**config.mk**
```make
export PLATFORM = sky130hd
export DESIGN_NAME = mass_and_barrier
export DESIGN_NICKNAME = d
export VERILOG_FILES = /design/src/rtl/mass_and_pkg.sv /design/src/rtl/popcount_n.sv /design/src/rtl/mass_and_barrier.sv
export SDC_FILE = /design/constraint.sdc
export NUM_CORES = 1
export LEC_CHECK = 0
export BUFFER_PORTS_ARGS = -buffer_cell sky130_fd_sc_hd__buf_2
export CAP_MARGIN = 25
export CORE_AREA = 4 4 41 43
export CTS_CLUSTER_SIZE = 14
export DETAILED_ROUTE_END_ITERATION = 8
export DIE_AREA = 0 0 45 47
export GPL_TIMING_DRIVEN = 0
export PLACE_DENSITY_LB_ADDON = 0.15
export SLEW_MARGIN = 10
export SYNTH_ARGS = -nofsm -noshare
export SYNTH_HDL_FRONTEND = slang
export SYNTH_SLANG_ARGS = --single-unit
export TNS_END_PERCENT = 5
```
**constraint.sdc**
```tcl
create_clock -name CLOCK -period 1.7 [get_ports CLOCK]
set_input_delay 0.255 -clock CLOCK [delete_from_list [all_inputs] [get_ports CLOCK]]
set_output_delay 0.255 -clock CLOCK [all_outputs]
set_load 0.02 [all_outputs]
```
**src/rtl/mass_and_pkg.sv**
```systemverilog
// Shared types and default sizing for the mass_and barrier.
package mass_and_pkg;

   localparam int unsigned N_IN_DEFAULT           = 4;
   localparam int unsigned TIMEOUT_CYCLES_DEFAULT = 1024;

   typedef enum logic [1:0] {
      IDLE,
      COLLECT,
      FIRE,
      REARM
   } state_e;

endpackage

```
**src/rtl/popcount_n.sv**
```systemverilog
// Population count of an N-bit vector.
module popcount_n #(
   parameter int unsigned N = 4,
   parameter int unsigned W = $clog2(N + 1)
) (
   input  logic [N-1:0] bits_i,
   output logic [W-1:0] count_o
);

   always_comb begin
      count_o = '0;
      for (int unsigned i = 0; i < N; i++) begin
         count_o = count_o + W'(bits_i[i]);
      end
   end

endmodule

```
**src/rtl/mass_and_barrier.sv**
```systemverilog
// Completion barrier over N_IN sources with live masking and sticky or level mode.
// Define MASS_AND_TIMEOUT_EN to build the COLLECT-phase abort counter.
module mass_and_barrier
   import mass_and_pkg::*;
#(
   parameter int unsigned N_IN           = N_IN_DEFAULT,
   parameter int unsigned STICKY         = 1,
   parameter int unsigned TIMEOUT_CYCLES = TIMEOUT_CYCLES_DEFAULT
) (
   input  logic                       CLOCK,
   input  logic                       reset,
   input  logic [N_IN-1:0]            in,
   input  logic [N_IN-1:0]            mask,
   input  logic                       clear,
   output logic                       done,
   output logic [N_IN-1:0]            pending,
   output logic [$clog2(N_IN+1)-1:0]  arrived_cnt,
   output logic                       busy,
   output logic                       timeout
);

   if (N_IN < 2 || N_IN > 32 || TIMEOUT_CYCLES < 2) begin : g_bad_cfg
      $error("mass_and_barrier: parameter out of range");
   end

   state_e            state_q, state_d;
   logic [N_IN-1:0]   pending_q, pending_d;
   logic [N_IN-1:0]   arrive;
   logic [N_IN-1:0]   seen;
   logic              complete;

`ifdef MASS_AND_TIMEOUT_EN
   localparam int unsigned TW = $clog2(TIMEOUT_CYCLES + 1);
   localparam logic [TW-1:0] CNT_LIMIT = TW'(TIMEOUT_CYCLES - 1);
   logic [TW-1:0]     cnt_q, cnt_d;
   logic              timeout_q, timeout_d;
`endif

   assign arrive   = in & mask;
   assign seen     = (STICKY != 0) ? (pending_q | in) : in;
   assign complete = (mask != '0) && ((seen & mask) == mask);

   always_comb begin
      state_d   = state_q;
      pending_d = pending_q;
`ifdef MASS_AND_TIMEOUT_EN
      timeout_d = 1'b0;
`endif
      unique case (state_q)
         IDLE: begin
            if (complete) begin
               state_d   = FIRE;
               pending_d = '0;
            end else if (STICKY != 0 && (pending_q | arrive) != '0) begin
               // Arrivals carried over from a FIRE cycle also open the next round.
               state_d   = COLLECT;
               pending_d = pending_q | arrive;
            end
         end
         COLLECT: begin
            if (complete) begin
               state_d   = FIRE;
               pending_d = '0;
            end
`ifdef MASS_AND_TIMEOUT_EN
            else if (cnt_q == CNT_LIMIT) begin
               state_d   = IDLE;
               pending_d = '0;
               timeout_d = 1'b1;
            end
`endif
            else begin
               pending_d = pending_q | arrive;
            end
         end
         FIRE: begin
            state_d   = (STICKY != 0) ? IDLE : REARM;
            pending_d = (STICKY != 0) ? arrive : '0;
         end
         REARM: begin
            if (!complete) state_d = IDLE;
         end
         default: begin
            state_d   = IDLE;
            pending_d = '0;
         end
      endcase
      if (clear) begin
         state_d   = IDLE;
         pending_d = '0;
`ifdef MASS_AND_TIMEOUT_EN
         timeout_d = 1'b0;
`endif
      end
   end

`ifdef MASS_AND_TIMEOUT_EN
   assign cnt_d = (state_q == COLLECT && state_d == COLLECT) ? cnt_q + 1'b1 : '0;
`endif

   always_ff @(posedge CLOCK) begin
      if (reset) begin
         state_q   <= IDLE;
         pending_q <= '0;
`ifdef MASS_AND_TIMEOUT_EN
         cnt_q     <= '0;
         timeout_q <= 1'b0;
`endif
      end else begin
         state_q   <= state_d;
         pending_q <= pending_d;
`ifdef MASS_AND_TIMEOUT_EN
         cnt_q     <= cnt_d;
         timeout_q <= timeout_d;
`endif
      end
   end

   assign done    = (state_q == FIRE);
   assign busy    = (state_q == COLLECT);
   assign pending = pending_q;
`ifdef MASS_AND_TIMEOUT_EN
   assign timeout = timeout_q;
`else
   assign timeout = 1'b0;
`endif

   popcount_n #(
      .N (N_IN),
      .W ($clog2(N_IN + 1))
   ) u_popcount (
      .bits_i  (pending_q),
      .count_o (arrived_cnt)
   );

endmodule

```
==> After elaboration in Yosys (flattened, before gate mapping) <==
Cells that the tools add are included.
{ "totals": {"ff_bits": 6, "inputBits": 11, "output_inout_bits": 10, "wordCells": 33} }
{ "classes": {"add_sub_neg": 3, "eq_ne": 7, "muxes": 9, "bitwise": 4, "n_reduce_logical": 8} }
{ "ops": {"columns": ["cell", "count"], "rows": [
  ["$mux 4", 3],
  ["$pmux 4 s3", 1],
  ["$and 4x4->4", 2],
  ["$mux 2", 4],
  ["$or 4x4->4", 2],
  ["$pmux 2 s4", 1],
  ["$reduce_bool 4->1", 2],
  ["$add 3x1->3", 2],
  ["$eq 2x2->1 const B", 2],
  ["$eq 4x4->1", 1],
  ["$ne 3x3->1 const B", 1],
  ["$reduce_and 3->1", 1],
  ["$reduce_bool 3->1", 1],
  ["$add 1x1->2", 1],
  ["$eq 2x1->1 const B", 1],
  ["$logic_not 2->1", 1],
  ["$ne 2x1->1 const B", 1],
  ["$ne 2x2->1 const B", 1],
  ["$reduce_and 2->1", 1],
  ["$reduce_or 2->1", 1],
  ["$logic_and 1x1->1", 1]
]} }

==> Depth between registers and ports, before layout <==
{ "logic_depth": {"depth_word": 6, "depth_mapped": 4} }

==> Cells and area by module <==
From an unflattened synthesis, not the netlist that was laid out.
{ "hier_totals": {"hier_cells": 50, "hier_area_um2": 405.4} }
{ "by_module_without_submodules": {"columns": ["mod", "instances", "cells_each", "area_each_um2", "seq_area_each_um2"], "rows": [
  ["mass_and_barrier", 1, 42, 341.6, 120.1],
  ["popcount_n", 1, 8, 63.8, 0.0]
]} }

==> Worst setup path after synthesis <==
OpenSTA, ideal clock, no wires.
{ "synth_path": {"path_kind": "reg-to-output", "startpoint": "register pending_q[1] (netlist: pending[1])", "endpoint": "output arrived_cnt[1]", "arrival_time_ns": 1.501, "required_time_ns": 1.445, "slack_ns": -0.056, "stages_incl_launch_ff": 4, "path_buffers": 0, "path_cell_list": "dfxtp_1 ha_1 fa_1 ha_1"} }
{ "synth_between": {"elab_chain_cells": 3} }
{ "synth_rtl": {"columns": ["element", "line", "text"], "rows": [
  ["start: declaration", "mass_and_barrier.sv:27", "logic [N_IN-1:0] pending_q, pending_d;"],
  ["start signal: assignment", "mass_and_barrier.sv:111", "pending_q <= pending_d;"],
  ["$add 1x1->2", "popcount_n.sv:13", "count_o = count_o + W'(bits_i[i]);"],
  ["$add 3x1->3 (2 in series)", "popcount_n.sv:13", null],
  ["end: declaration", "mass_and_barrier.sv:17", "output logic [$clog2(N_IN+1)-1:0] arrived_cnt,"]
]} }
Every way passes these cells.

==> Worst setup path after layout <==
{ "layout_path": {"startpoint": "register pending_q[0] (netlist: pending[0])", "endpoint": "output arrived_cnt[1]"} }
Same word-level chain as after synthesis.

==> metrics.csv <==
metric,value,unit
status,finished with violations,
violations,setup timing,
ios,21,
dieArea,2120,µm²
start_util,32.8,%
portBuffers,19,
die_w,45,µm
clock_sinks,6,
p_comb_share,25.7,%
rrSetupSlack,0.44,ns
period_needed,1.86,ns
pre_cts_ws,-0.0101,ns
synth_edf_count,0,
synth_top_family_by_area,simple AND/OR/NAND/NOR gates,
path_cells,"ha_4, fa_2, ha_4, buf_6",
yosys_register_bits,6,
synth_most_common_cell,dfxtp_1,
cts_tree,yes,
drtAntennaViolNets,0,
grt_util_all_layers,13.7,%
viasPerCell,5.39,
ys.flop_type,dfxtp_1,
synthAdderAreaFrac,10.6,%
crit_top_cell,ha_4,
clkLatencyLatePin,0.25,ns
drive_gt1_share,45.7,%
clk_root_buffer_cell,clkbuf_4,
grt_max_degree,10,
first_iter_violations,12,
ir_worst_vdd,0.000393,V
maxSlewViolCount,0,
cp_max_fo,5,
antenna_found_initial,0,
crit_start,pending[0],
crit_path_start_kind,flip-flop,
synth-simple-area-share,40.5,%
syn_area_per_cell,8.89,µm²
synth.area.top_cells,"dfxtp_1 28%, nor4b_2 7.0%, a31oi_1 5.9%",
slowest_delay,0.36,ns
r2r-end,pending[3],
yosys_warnings,0,
dp_hpwl,926,µm
worst-setup-path-type,flip-flop to output port,
netlist.area_leader.share,28.2,%
maxCapViolCount,0,
numCtsBuffers,3,
clockBufferDepth,2,
fin_crit_sh,109,%
grt_overflow_total,0,
syn_nets,62,
netlist_top_cells_count,"6 x dfxtp_1, 5 x nand2_1, 4 x a21oi_1, 4 x a31oi_1",
drt_wl_total,1.18,mm
p_leak,0.000275,µW
syn_to_final_growth,44.0,%
power.density,642,nW/µm²
vias,458,
crit_family,adder cells,
path_clk_slew,0.05,ns
crit_end,arrived_cnt[1],
rr_worst_depth,4,
rsz0062_at_grt,yes,
fin_cells,85,
die-height,47,µm
fin_nets,86,
path_depth,4,
power.internal,274,µW
synth-compound-area-share,15.0,%
ys_seq_area_share,28.2,%
grt_pass1_vias,455,
first_pass_iters,3,
async_flop_share,0,%
setup_slack,-0.159,ns
path_buf_inv,1,
p_sw,120,µW
drc,0,
grt_pass1_wl,2.01,mm
muxShareOfSynthArea,2.35,%
fin_skew,0.0108,ns
postCtsSetupRepairBufs,0,
fmax,538,MHz
power_frac_seq,39.8,%
syn_area,427,µm²
switching_share,30.5,%
syn_inst,48,
cp-end-kind,output port,
routabilityCongestion,0.718,
worstPathArrival,1.60,ns
core_area,1300,µm²
place_inst,82,
hold_viol,0,
hold_class,primary input to flip-flop,
synth.largest_area_cell,dfxtp_1,
detail_route.wl_per_cell,13.9,µm
rr_startpoint,pending[1],
crit_slowest_cell,dfxtp_4,
yosysUniqueCellTypes,24,
crit_required,1.44,ns
synth-xor-area-share,0,%
placement_rows,13,
p_clk_share,34.5,%
setup_violations,3,
diodes,0,
cts-htree-levels,1,
[kinds of logic (layout without fill, tap and decap cells)]
logic type | Yosys count | count (layout)
AND/OR/NAND/NOR | 25 | 25
other | 1 | 1
multiplexers | 1 | 1
buffers and inverters | 2 | 24
flip-flops | 6 | 6
AO/OA/AOI/OAI | 10 | 10
adder cells (fa/ha/maj) | 3 | 3
[state kept, by name, indices dropped and copies added (netlist names)]
register / flops
pending: 4
state_q: 2
[worst min-delay path by stage]
stage / slack [ns] / cells after the start / endpoint / from
2_1_floorplan: 0.46 / 3 / state_q[0] / reset
3_3_place_gp: 0.58 / 2 / state_q[0] / state_q[0]
3_5_place_dp: 0.58 / 2 / state_q[0] / state_q[0]
4_1_cts: 0.33 / 3 / pending[1] / reset
5_1_grt: 0.35 / 3 / pending[1] / reset
6_report: 0.33 / 3 / pending[1] / reset
[cells in the final DEF (no fill, tap or decap), drive strengths merged]
cell type,synthesis,layout
and3,2,2
ha,2,2
dfxtp,6,6
mux2i,1,1
a311o,1,1
a31oi,4,4
nand2b,1,1
nor3,1,1
nor4,3,3
nand3b,3,3
nand3,1,1
a21oi,4,4
inv,1,1
nor2,2,2
nor3b,3,3
a22o,1,1
nand2,5,5
or2,1,1
nor4b,2,2
conb,1,1
fa,1,1
clkbuf,0,3
buf,1,20
nor2b,1,1
[metal layers]
layer,up-vias,GRT usage (%),share of wire [%]
met5,-,0,0
met1,214,15.1,45
li1,227,-,-
met2,17,24.3,50
met4,0,3.51,0
met3,0,5.75,4.9
[power groups by stage]
stage / Combinational [µW] / Clock, µW / Sequential [µW]
global placement: 93.8 / 0 / 160
floorplan: 57.5 / 0 / 161
CTS: 101 / 140 / 157
finish: 102 / 136 / 157
global route: 113 / 147 / 159
detailed placement: 93.6 / 0 / 160
[metrics by stage]
stage	utilization, %	power, µW	hold WS [ns]	instance area [µm²]	TNS [ns]
global route	47.2	419	0.352	614	-0.363
finish	47.2	394	0.333	614	-0.261
global placement	41.7	254	0.584	543	0
CTS	47.2	398	0.332	614	-0.260
floorplan	-	218	0.460	429	0
detailed placement	41.7	254	0.583	543	-0.0101
[what timing repair did]
action                                  4_1_cts  5_1_grt
pin swaps                                     0        0
hold buffers                                  0        0
gates resized for setup                      10        0
gates cloned                                  0        0
endpoints found under the setup margin        3        3
[tightest hold or removal path: cells and delay by family]
| kind | cells | cell delay (ns) |
|---|---|---|
| buffers and inverters | 1 | 0.08 |
| AND/OR/NAND/NOR | 2 | 0.21 |
[final cells by class]
cell class,count,area (µm²)
Buffer,1,7.51
Clock buffer,3,22.5
Fill cell,138,687
Inverter,1,3.75
Multi-Input combinational cell,40,323
Sequential cell,6,125
Tap cell,15,18.8
Timing Repair Buffer,19,114
(Power assumes the default switching activity.)
